$ cat src/rtl/seg7_pkg.sv
// Shared constants for the 7-segment scan driver: hex segment table and
// polarity helpers.
package seg7_pkg;

    // Active-high segment patterns, bit6 = g ... bit0 = a, indexed by hex value.
    localparam logic [15:0][6:0] SegTable = {
        7'b1110001, 7'b1111001, 7'b1011110, 7'b0111001,
        7'b1111100, 7'b1110111, 7'b1101111, 7'b1111111,
        7'b0000111, 7'b1111101, 7'b1101101, 7'b1100110,
        7'b1001111, 7'b1011011, 7'b0000110, 7'b0111111
    };

    localparam logic [6:0] SegAllOn = 7'h7F;

    function automatic logic [6:0] seg_drive(input logic [6:0] act, input bit active_low);
        return active_low ? ~act : act;
    endfunction

    function automatic logic pol_bit(input logic act, input bit active_low);
        return act ^ active_low;
    endfunction

endpackage

$ cat src/rtl/seg7_scan_driver_if.sv
// Host/display signal bundle for seg7_scan_driver.
interface seg7_scan_driver_if #(
    parameter int unsigned DIGITS = 4
) ();
    logic [4*DIGITS-1:0] data;
    logic [DIGITS-1:0]   dp;
    logic [DIGITS-1:0]   blank;
    logic                lz_en;
    logic                load;
    logic                pending;
    logic [6:0]          seg;
    logic                seg_dp;
    logic [DIGITS-1:0]   an;
    logic                frame;

    modport master (
        output data, dp, blank, lz_en, load,
        input  pending, seg, seg_dp, an, frame
    );

    modport slave (
        input  data, dp, blank, lz_en, load,
        output pending, seg, seg_dp, an, frame
    );
endinterface

$ cat src/rtl/hex_seg_decode.sv
// Combinational hex nibble to active-high 7-segment decoder.
module hex_seg_decode
    import seg7_pkg::*;
(
    input  logic [3:0] nibble_i,
    output logic [6:0] seg_o
);
    assign seg_o = SegTable[nibble_i];
endmodule

$ cat src/rtl/seg7_scan_driver.sv
// Multiplexed 7-segment display driver with double-buffered data, dead time
// between digits and leading-zero suppression.
module seg7_scan_driver
    import seg7_pkg::*;
#(
    parameter int unsigned DIGITS   = 4,
    parameter int unsigned SCAN_DIV = 50000,
    parameter int unsigned DEAD     = 2,
    parameter int unsigned SEG_AL   = 1,
    parameter int unsigned AN_AL    = 1
) (
    input logic               clk,
    input logic               rst_n,
    seg7_scan_driver_if.slave bus
);
    localparam int unsigned PscW   = $clog2(SCAN_DIV);
    localparam int unsigned IdxW   = (DIGITS > 1) ? $clog2(DIGITS) : 1;
    localparam bit          SegLow = (SEG_AL != 0);
    localparam bit          AnLow  = (AN_AL != 0);
    localparam logic [6:0]        SegOff = {7{SegLow}};
    localparam logic [DIGITS-1:0] AnOff  = {DIGITS{AnLow}};

    logic [PscW-1:0]     presc_q, presc_d;
    logic [IdxW-1:0]     idx_q, idx_d;
    logic [4*DIGITS-1:0] stage_data_q, stage_data_d, shadow_data_q, shadow_data_d;
    logic [DIGITS-1:0]   stage_dp_q, stage_dp_d, shadow_dp_q, shadow_dp_d;
    logic [DIGITS-1:0]   stage_blank_q, stage_blank_d, shadow_blank_q, shadow_blank_d;
    logic                pending_q, pending_d;
    logic [6:0]          seg_q, seg_d;
    logic                seg_dp_q, seg_dp_d;
    logic [DIGITS-1:0]   an_q, an_d;
    logic                frame_q, frame_d;

    logic                presc_wrap, idx_wrap, commit;
    logic                all_zero, dark;
    logic [DIGITS-1:0]   suppress;
    logic [3:0]          cur_nibble;
    logic [6:0]          cur_seg;

    assign presc_wrap = (presc_q == PscW'(SCAN_DIV - 1));
    assign idx_wrap   = (idx_q == IdxW'(DIGITS - 1));
    assign commit     = presc_wrap && idx_wrap && pending_q;
    assign cur_nibble = shadow_data_q[{idx_q, 2'b00} +: 4];

    hex_seg_decode u_dec (
        .nibble_i (cur_nibble),
        .seg_o    (cur_seg)
    );

    // Scan position and double-buffered display data.
    always_comb begin
        presc_d = presc_wrap ? '0 : presc_q + 1'b1;
        idx_d   = idx_q;
        if (presc_wrap) begin
            idx_d = idx_wrap ? '0 : idx_q + 1'b1;
        end

        shadow_data_d  = commit ? stage_data_q  : shadow_data_q;
        shadow_dp_d    = commit ? stage_dp_q    : shadow_dp_q;
        shadow_blank_d = commit ? stage_blank_q : shadow_blank_q;

        stage_data_d  = bus.load ? bus.data  : stage_data_q;
        stage_dp_d    = bus.load ? bus.dp    : stage_dp_q;
        stage_blank_d = bus.load ? bus.blank : stage_blank_q;

        pending_d = pending_q;
        if (bus.load) begin
            pending_d = 1'b1;
        end else if (commit) begin
            pending_d = 1'b0;
        end
    end

    // Zero run from the top digit downward; digit 0 is always shown.
    always_comb begin
        all_zero = bus.lz_en;
        suppress = '0;
        for (int i = int'(DIGITS) - 1; i >= 0; i--) begin
            all_zero    = all_zero && (shadow_data_q[4*i +: 4] == 4'h0);
            suppress[i] = all_zero && (i != 0);
        end
    end

    always_comb begin
        dark     = shadow_blank_q[idx_q] | suppress[idx_q];
        seg_d    = dark ? SegOff : seg_drive(cur_seg, SegLow);
        seg_dp_d = pol_bit(shadow_dp_q[idx_q], SegLow);
        an_d     = AnOff;
        if (presc_q >= PscW'(DEAD)) begin
            an_d[idx_q] = pol_bit(1'b1, AnLow);
        end
        frame_d = (presc_q == '0) && (idx_q == '0);
    end

    always_ff @(posedge clk or negedge rst_n) begin
        if (!rst_n) begin
            presc_q        <= '0;
            idx_q          <= '0;
            stage_data_q   <= '0;
            stage_dp_q     <= '0;
            stage_blank_q  <= '0;
            shadow_data_q  <= '0;
            shadow_dp_q    <= '0;
            shadow_blank_q <= '0;
            pending_q      <= 1'b0;
            seg_q          <= SegOff;
            seg_dp_q       <= SegLow;
            an_q           <= AnOff;
            frame_q        <= 1'b0;
        end else begin
            presc_q        <= presc_d;
            idx_q          <= idx_d;
            stage_data_q   <= stage_data_d;
            stage_dp_q     <= stage_dp_d;
            stage_blank_q  <= stage_blank_d;
            shadow_data_q  <= shadow_data_d;
            shadow_dp_q    <= shadow_dp_d;
            shadow_blank_q <= shadow_blank_d;
            pending_q      <= pending_d;
            seg_q          <= seg_d;
            seg_dp_q       <= seg_dp_d;
            an_q           <= an_d;
            frame_q        <= frame_d;
        end
    end

    assign bus.pending = pending_q;
    assign bus.seg     = seg_q;
    assign bus.seg_dp  = seg_dp_q;
    assign bus.an      = an_q;
    assign bus.frame   = frame_q;

endmodule

$ cat src/flat_wrapper.sv
// flat-port wrapper written by rule: the top's interface ports become plain ports
module seg7_scan_driver_flat import seg7_pkg::*;
#(
    parameter int unsigned DIGITS   = 4,
    parameter int unsigned SCAN_DIV = 50000,
    parameter int unsigned DEAD     = 2,
    parameter int unsigned SEG_AL   = 1,
    parameter int unsigned AN_AL    = 1
)
  (clk, rst_n, bus_data, bus_dp, bus_blank, bus_lz_en, bus_load, bus_pending, bus_seg, bus_seg_dp, bus_an, bus_frame);
  seg7_scan_driver_if #(.DIGITS(DIGITS)) bus_i ();
  input logic clk;
  input logic rst_n;
  input wire logic [$bits(bus_i.data)-1:0] bus_data;
  input wire logic [$bits(bus_i.dp)-1:0] bus_dp;
  input wire logic [$bits(bus_i.blank)-1:0] bus_blank;
  input wire logic [$bits(bus_i.lz_en)-1:0] bus_lz_en;
  input wire logic [$bits(bus_i.load)-1:0] bus_load;
  output wire logic [$bits(bus_i.pending)-1:0] bus_pending;
  output wire logic [$bits(bus_i.seg)-1:0] bus_seg;
  output wire logic [$bits(bus_i.seg_dp)-1:0] bus_seg_dp;
  output wire logic [$bits(bus_i.an)-1:0] bus_an;
  output wire logic [$bits(bus_i.frame)-1:0] bus_frame;
  assign bus_i.data = bus_data;
  assign bus_i.dp = bus_dp;
  assign bus_i.blank = bus_blank;
  assign bus_i.lz_en = bus_lz_en;
  assign bus_i.load = bus_load;
  assign bus_pending = bus_i.pending;
  assign bus_seg = bus_i.seg;
  assign bus_seg_dp = bus_i.seg_dp;
  assign bus_an = bus_i.an;
  assign bus_frame = bus_i.frame;
  seg7_scan_driver #(.DIGITS(DIGITS), .SCAN_DIV(SCAN_DIV), .DEAD(DEAD), .SEG_AL(SEG_AL), .AN_AL(AN_AL)) u_core (.clk(clk), .rst_n(rst_n), .bus(bus_i));
endmodule
$ cat config.mk
export PLATFORM = sky130hd
export DESIGN_NAME = seg7_scan_driver_flat
export DESIGN_NICKNAME = d
export VERILOG_FILES = /design/src/rtl/seg7_pkg.sv /design/src/rtl/seg7_scan_driver_if.sv /design/src/rtl/hex_seg_decode.sv /design/src/rtl/seg7_scan_driver.sv /design/src/flat_wrapper.sv
export SDC_FILE = /design/constraint.sdc
export NUM_CORES = 1
export LEC_CHECK = 0
export CAP_MARGIN = 20
export CORE_MARGIN = 10
export CORE_UTILIZATION = 23
export CTS_BUF_LIST = sky130_fd_sc_hd__clkbuf_2 sky130_fd_sc_hd__clkbuf_4 sky130_fd_sc_hd__clkbuf_8
export DETAILED_ROUTE_END_ITERATION = 8
export GPL_ROUTABILITY_DRIVEN = 0
export SYNTH_ARGS = -nofsm -noshare
export SYNTH_HDL_FRONTEND = slang
export SYNTH_SLANG_ARGS = --single-unit
$ cat constraint.sdc
create_clock -name clk -period 2.55 [get_ports clk]
set_clock_uncertainty 0.05 [all_clocks]
set_input_delay 0.255 -clock clk [delete_from_list [all_inputs] [get_ports clk]]
set_output_delay 0.255 -clock clk [all_outputs]
set_load 0.01 [all_outputs]
======== Yosys cells after proc, flatten, opt, wreduce, memory -nomap -nowiden ========
Memory sizes are Yosys's and may differ from the RTL's.
Index checks and enable logic that the tools add are counted.
operators by class
  multiplexer cells ....................... 15
  reductions and logical operators ........ 13
  shift operators ......................... 1
  magnitude comparators ................... 4
  bitwise logic cells ..................... 4
  $add $sub $neg .......................... 2
  equal/unequal tests ..................... 2
operators by type and width
  operator                                                                              count
  16-bit by 1-bit adder with 16-bit output, second input constant                       1
  16-bit == test, second input constant                                                 1
  16-bit by 2-bit greater-or-equal comparator with 1-bit output, second input constant  1
  16-bit zero test                                                                      1
  16-bit two-way mux                                                                    1
  16-bit by 5-bit variable part select with 4-bit output                                1
  7-bit two-way mux                                                                     2
  4-bit zero test                                                                       3
  1-bit logical AND                                                                     7
  7-bit inverter                                                                        1
  1-bit binary-select mux with 2-bit select                                             3
  1-bit two-way mux                                                                     6
  4-bit by 5-bit less-than comparator with 1-bit output, second input constant          1
  4-bit two-way mux                                                                     1
  4-bit inverter                                                                        1
  2-bit by 3-bit less-than comparator with 1-bit output, second input constant          1
  2-bit by 1-bit adder with 2-bit output, second input constant                         1
  1-bit demux with 2-bit select                                                         1
  2-bit == test, second input constant                                                  1
  2-bit by 1-bit greater-or-equal comparator with 1-bit output, second input constant   1
  2-bit zero test                                                                       1
  2-bit two-way mux                                                                     1
  2-bit nonzero test                                                                    1
  1-bit inverter                                                                        1
  1-bit OR                                                                              1
storage, ports and cells
  register bits after elaboration ......... 80
  bits of input ports ..................... 28
  output and inout bits ................... 14
  bits in read-only memories .............. 112
  memories ................................ 1
memory list
  name             depth  bits a word  rd ports  clocked after memory_dff  wr ports  line                 source
  (no name shown)  16     7            1         0                         0         hex_seg_decode.sv:8  assign seg_o = SegTable[nibble_i];

======== Longest topological paths before layout ========
Gate-level depths: netlist (run 1).
  word-level depth ........................ 8
  mapped depth ............................ 9
  mapped depth without buffers ............ 8

======== Cells and area by module ========
A second synthesis (run 1) with hierarchy kept.
unflattened totals
  cell total of the unflattened synthesis .. 283
  area total of the unflattened synthesis .. 3,802.4 sq um
by module, submodules not included
  module            times used  cells each  area each (sq um)
  seg7_scan_driver  1           250         3,514.6
  hex_seg_decode    1           33          287.8

======== Least setup slack after synthesis (run 1) ========
OpenSTA, ideal clock, no wires.
  path type ............................... reg-to-reg
  start ................................... register u_core.presc_q[11]
  end ..................................... register u_core.shadow_blank_q[0]
  path buffers ............................ 3
  setup slack ............................. 0.263 ns
  arrival time ............................ 2.112 ns
  clock period less this slack ............ 2.287 ns
  cell stages (with the launch flop) ...... 9
  data required time ...................... 2.375 ns
  setup time .............................. 0.125 ns
  cells stage by stage .................... dfrtp_1 > or4_1 > nor4_2 > and3_1 > buf_4 > and3_4 > buf_8 > buf_12 > mux2_4
between the ends
  word-level cells in the longest chain between the ends .. 3
RTL lines
  element                         line                     source
  from (decl)                     seg7_scan_driver.sv:23   logic [PscW-1:0] presc_q, presc_d;
  from (signal assigned)          seg7_scan_driver.sv:111  presc_q <= presc_d;
  16-bit == test                  seg7_scan_driver.sv:40   assign presc_wrap = (presc_q == PscW'(SCAN_DIV - 1));
  1-bit logical AND (2 in a row)  seg7_scan_driver.sv:42   assign commit = presc_wrap && idx_wrap && pending_q;
  to (signal assigned)            seg7_scan_driver.sv:118  shadow_blank_q <= shadow_blank_d;
  to (decl)                       seg7_scan_driver.sv:27   logic [DIGITS-1:0] stage_blank_q, stage_blank_d, shadow_blank_q, shadow_blank_d;
Every way passes these cells.
A chain may end at the register's enable or synchronous reset.

======== Final worst setup path (run 1) ========
  start ................................... register u_core.presc_q[11]
  end ..................................... register u_core.shadow_data_q[15]
between the ends
  word-level cells in the longest chain between the ends .. 3
RTL lines
  element                         line                     source
  16-bit == test                  seg7_scan_driver.sv:40
  1-bit logical AND (2 in a row)  seg7_scan_driver.sv:42
  to (signal assigned)            seg7_scan_driver.sv:116  shadow_data_q <= shadow_data_d;
  to (decl)                       seg7_scan_driver.sv:25   logic [4*DIGITS-1:0] stage_data_q, stage_data_d, shadow_data_q, shadow_data_d;
Every way passes these cells.

==> key figures, run 1 <==
Cells and area
  – N_diodes: 0
  – Nets@finish: around 370
  – Storage cell area: between 0.002 and 0.0025 mm^2
  – Fin util: 0.294
  – Layout cells sized above 1: 0.277
  – Area of the multi-input gates: 0.00161 mm^2
  – Fillcell total: 1628
  – Area growth syn-to-layout: 24.8%

Setup path
  – Crit-path slowest cell: or4_1
  – Required arrival time at the worst endpoint: between 2 and 3 ns
  – Crit Path Max Fanout: 24
  – R2R setup slack: slightly above 0.2 ns
  – RR Startpoint: u_core.presc_q[11]
  – Worst R2R Path Depth: 6
  – CP Class: reg -> reg
  – Startpoint Class: flip-flop
  – Max incr delay on CP: 0.55 ns
  – CP Capture Type: flip-flop
  – Crit path cell chain: or4_1 -> nor4_2 -> and3_1 -> and3_4 -> buf_12 -> mux2_2
  – R2R Path End: u_core.shadow_data_q[15]
  – Worst Path Arrival: between 2 and 3 ns

STA
  – TNS Setup: 0 ns
  – Final Setup Violations: 0
  – Final worst-path cycle share: 0.919
  – Slew @ Worst Pin: about 0.64 ns
  – Minimum clock period: around 2.3 ns
  – RSZ-0062 raised after global routing: no
  – Peak Freq: around 430 MHz
  – Final worst-path setup slack: roughly 0.21 ns
  – Hold Slack: 0.297 ns
  – Final hold vios: 0
  – Max-slew headroom: 0.570
  – Max-slew violation count: 0

Floorplanning
  – Core Box Area: 0.0159 mm^2
  – Site Rows: 46
  – Top Ports: 42
  – Starting Density: 0.235
  – DIE AREA: 0.0218 mm^2
  – Die height: ~150 um
  – Die width: approximately 150 um

Synthesis
  – Post-Synthesis Cells: roughly 280
  – Top cells by instance count after synthesis: dfrtp_1, mux2_2, nand2_1
  – Post-synth top area share: 0.454
  – Top post-synthesis cells by area: dfrtp_1, mux2_2, dfstp_2, mux2_4, ha_1
  – Synthesized area: roughly 0.0037 mm^2
  – Cell taking the most area after synthesis: dfrtp_1
  – Count leader, synth: dfrtp_1
  – EDFF count, synth: 0
  – Post-synthesis sequential area ratio: 0.538
  – Distinct cells, synth: 43
  – Asr flop ratio synth: 1.00
  – Average cell area after synthesis: 13.3 um^2
  – Ys Warns: 0
  – Top_reg_cell synth: dfrtp_1
  – Register bit total from synthesis: 80
  – Synthesized Nets: roughly 320

Route
  – Post-DRT Antenna Nets: 0
  – DR vias/cell: ~4.2
  – Post-route DRC: 0
  – DR vias: between 2000 and 2500
  – Post-Route WL: just under 8000 um
  – WL per Instance: between 10 and 15 um
  – First-pass DRT Iterations: 4
  – DR iter-0 viols: 127

Power and ir drop
  – Lkg Pwr: just under 2 nW
  – Tot Pwr: roughly 2.6 mW
  – Max rail drop VDD: 0.294 mV
  – PwrDens: roughly 550 mW/mm^2

CTS
  – TritonCTS clock tree: built
  – # H-tree levels: 3
  – Postcts setup bufs: 0
  – Clock Tree Buf Depth: 2
  – Total CTS buffers: 9
  – Worst skew pair latency: 0.35 ns
  – # clock sinks: 80
  – CTS root buffer: clkbuf_8
  – Worst-path clk slew: around 0.080 ns

Placement
  – Hpwl dp: 5640 um
  – Place WS: 0.215 ns
  – Number of buffers added on ports: just over 40

Global route
  – First-pass GRT wire length: between 10000 and 15000 um
  – Initial antenna violation count: 0
  – Global Route Usage Sum: 0.0742
  – Overflow after GRT: 0
  – Pin count of the biggest net entering global routing: 81
  – Vias in the first global route: 2492

Worst hold path
  – Hold Path Class: in -> async

Outcome
  – Status: finished, final reports clean

Job
  – MaxCap Viol Count: 0
-- where the power goes --
group,internal (mW),switching [mW]
clock network,0.651,0.472
logic,0.0764,0.0458
registers,1.31,0.0210
total,2.03,0.539
-- through the flow --
stage / std cells / area, um^2
floorplan: 281 / 3750
global placement: 534 / 4400
detailed placement: 534 / 4400
CTS: 550 / 4640
global route: 552 / 4680
finish: 552 / 4680
-- flip-flops by register name (all words and copies together), names as in the netlist --
signal	count
u_core.stage_data_q	16
u_core.presc_q	16
u_core.bus.pending	1
u_core.bus.seg	7
u_core.shadow_dp_q	4
u_core.shadow_blank_q	4
u_core.bus.frame	1
u_core.stage_dp_q	4
u_core.stage_blank_q	4
u_core.bus.an	4
u_core.bus.seg_dp	1
u_core.shadow_data_q	16
u_core.idx_q	2
-- per-layer routing --
layer,vias to the layer above,track usage,wire [um]
met1,1162,0.0917,3490
met3,13,0.0284,470
met2,46,0.115,3670
met4,0,0.0268,116
li1,1101,-,-
met5,-,0,0
-- worst max-delay path by stage --
stage	start	to	slack, ns	cells after the start
6_report	u_core.presc_q[11]	u_core.shadow_data_q[15]	0.21	6
5_1_grt	u_core.idx_q[0]	u_core.bus.seg[0]	0.06	8
4_1_cts	u_core.presc_q[11]	u_core.shadow_dp_q[3]	0.19	6
3_5_place_dp	u_core.presc_q[11]	u_core.shadow_dp_q[3]	0.21	6
3_3_place_gp	u_core.presc_q[11]	u_core.shadow_data_q[0]	0.25	6
2_1_floorplan	u_core.presc_q[11]	u_core.shadow_blank_q[0]	0.26	8
-- repair_timing --
| action | in CTS | in global routing |
|---|---|---|
| hold buffers | 0 | 1 |
| hold endpoints to repair | 0 | 11 |
| resized for setup | 0 | 0 |
-- placed cells by master (no fill, tap or decap), types with 4 or more instances in the layout --
master           count
nand4_1              5
nor2_1              14
mux4_2               5
dfstp_2             12
mux2_4              20
buf_4                6
dfrtp_1             68
nor4_1               4
mux2i_1              7
nand2_1             22
o21ai_0              7
mux2_2              30
nand3_1              9
clkdlybuf4s50_1     40
xnor2_1              5
ha_1                13
xor2_1               8
clkbuf_8             9
inv_1               10
-- critical path, delay by kind of cell (launching register included) --
kind	cells	cell delay, ns
DFF	1	0.45
muxes	1	0.35
buffers and inverters	1	0.20
and+or+nand+nor	4	1.17
-- layout make-up --
cell class,instances,share of cell area
Tap cell,216,0.0578
Inverter,10,0.00802
Clock inverter,7,0.0254
Multi-Input combinational cell,181,0.344
Clock buffer,9,0.0265
Timing Repair Buffer,49,0.107
Sequential cell,80,0.431
-- logic make-up after synthesis --
kind of cell / Yosys count / share of synthesized area
AO/OA/AOI/OAI: 23 / 0.0424
adder cells (fa/ha/maj): 13 / 0.0434
buffers and inverters: 20 / 0.0330
flip-flops: 80 / 0.538
XOR/XNOR: 13 / 0.0304
multiplexers: 62 / 0.219
AND/OR/NAND/NOR: 70 / 0.0941
No activity file was read; power rests on OpenSTA's default activity.
==> run 2, diff against run 1 <==
- CAP_MARGIN: 20 -> not set
- CTS_CLUSTER_SIZE: not set -> 30
==> key figures, run 2 (synthesis gave the netlist of run 1 again) <==
Setup path
  – CP Launch Point: u_core.presc_q[11]
  – CP Capture Type: flip-flop
  – Required arrival time at the worst endpoint: 2.74 ns
  – Startpoint Class: flip-flop
  – Worst R2R Path Depth: 6
  – R2R setup slack: 0.21 ns
  – Worst Path Arrival: 2.53 ns
  – Crit Path Max Fanout: 24
  – RR Startpoint: u_core.presc_q[11]
  – R2R Path End: u_core.shadow_data_q[15]
  – CP Class: reg -> reg

STA
  – Hold Slack: between 0.007 and 0.008 ns
  – Final worst-path cycle share: 0.919
  – Slew @ Worst Pin: between 0.9 and 1 ns
  – Final worst-path setup slack: about 0.21 ns
  – Max-slew headroom: 0.348
  – Peak Freq: about 430 MHz
  – Final hold vios: 0
  – Minimum clock period: between 2 and 2.5 ns
  – Final Setup Violations: 0
  – Max-slew violation count: 0
  – RSZ-0062 raised after global routing: no
  – TNS Setup: 0 ns

Power and ir drop
  – Comb pwr share: 0.045
  – Sw Ratio: 0.209
  – Reg power frac: 0.518
  – Clk pwr share: 0.437
  – Internal: roughly 2.0 mW
  – Sw power: 0.536 mW
  – PwrDens: roughly 550 mW/mm^2
  – Max rail drop VDD: approximately 0.29 mV
  – Lkg Pwr: just under 2 nW

Floorplanning
  – Starting Density: 0.235
  – Site Rows: 46
  – DIE AREA: 0.0218 mm^2
  – Die width: 148 um
  – Top Ports: 42
  – Core Box Area: roughly 0.016 mm^2
  – Die height: about 150 um

Cells and area
  – Area growth syn-to-layout: 23.8%
  – Largest regs: u_core.presc_q (16), u_core.shadow_data_q (16), u_core.stage_data_q (16)
  – Most common cell after layout, fill and taps aside: dfrtp_1
  – N_diodes: 0
  – Commonest cells after routing, fill and taps aside: dfrtp_1, clkdlybuf4s50_1, mux2_2
  – Fillcell total: about 1600
  – Layout cells sized above 1: 0.275
  – Fin util: 0.291
  – Non-Filler Instances: 550
  – Nets@finish: 370

Route
  – WL per Instance: roughly 14 um
  – First-pass DRT Iterations: 4
  – DR vias/cell: approximately 4.2
  – Post-DRT Antenna Nets: 0
  – DR iter-0 viols: between 100 and 150
  – DR vias: 2314
  – Post-route DRC: 0
  – Post-Route WL: 7740 um

CTS
  – Post-CTS sizing: 0
  – Postcts setup bufs: 0
  – Worst-path clk slew: 0.08 ns
  – TritonCTS clock tree: built
  – # H-tree levels: 3
  – Hold bufs inserted after CTS: 0
  – CTS root buffer: clkbuf_8
  – # clock sinks: 80
  – Worst skew pair latency: around 0.35 ns
  – Total CTS buffers: 9
  – Clock Tree Buf Depth: 2

Global route
  – Initial antenna violation count: 0
  – Pin count of the biggest net entering global routing: 81
  – First-pass GRT wire length: 12900 um
  – Overflow after GRT: 0
  – Global Route Usage Sum: 0.0742
  – Vias in the first global route: about 2500

Placement
  – Number of buffers added on ports: slightly above 40
  – Post-placement cell count: between 500 and 600
  – Place WS: 0.215 ns
  – Hpwl dp: between 5000 and 6000 um

Job
  – MaxCap Viol Count: 0

Worst hold path
  – Hold Path Class: in -> async

Outcome
  – Status: finished, final reports clean
==> run 2: cell count changes in the layout (fill, tap and decap cells not counted) <==
cell,change
buf_16,-1
dlygate4sd3_1,-1
==> run 2: worst max path at each step <==
stage	cells after the start	slack (ns)	to
2_1_floorplan	8	0.26	u_core.shadow_blank_q[0]
3_3_place_gp	6	0.25	u_core.shadow_data_q[0]
3_5_place_dp	6	0.21	u_core.shadow_dp_q[3]
4_1_cts	6	0.19	u_core.shadow_dp_q[3]
5_1_grt	8	0.06	u_core.bus.seg[0]
6_report	6	0.21	u_core.shadow_data_q[15]
==> run 2: cell type report <==
class	instances	area [um^2]	share of cell area
Tap cell	216	270	0.0582
Clock inverter	7	119	0.0256
Multi-Input combinational cell	181	1610	0.347
Timing Repair Buffer	47	465	0.100
Inverter	10	37.5	0.00809
Clock buffer	9	124	0.0267
Sequential cell	80	2020	0.435
==> run 2: critical path: stages, from the launching register on <==
cell,delay (ns)
dfrtp_1,0.45
or4_1,0.55
nor4_2,0.19
and3_1,0.23
and3_4,0.20
buf_12,0.20
mux2_2,0.35
==> run 2: per-layer routing <==
| metal | global-route usage | vias up | part of all wire |
|---|---|---|---|
| li1 | - | 1098 | - |
| met1 | 0.0917 | 1152 | 0.45 |
| met2 | 0.115 | 53 | 0.47 |
| met3 | 0.0284 | 11 | 0.066 |
| met4 | 0.0268 | 0 | 0.014 |
| met5 | 0 | - | 0 |
==> run 2: power by group through the flow <==
stage | Clock [mW] | Combinational [mW] | Sequential, mW
finish | 1.12 | 0.115 | 1.33
global route | 1.21 | 0.130 | 1.33
CTS | 1.15 | 0.120 | 1.33
detailed placement | 0 | 0.120 | 1.35
global placement | 0 | 0.116 | 1.35
floorplan | 0 | 0.0472 | 1.34
==> run 2: metrics by stage <==
step           cell area [um^2]  total power [mW]
3_3_place_gp               4400              1.47
6_report                   4640              2.56
5_1_grt                    4640              2.68
3_5_place_dp               4400              1.47
2_1_floorplan              3750              1.39
4_1_cts                    4640              2.60
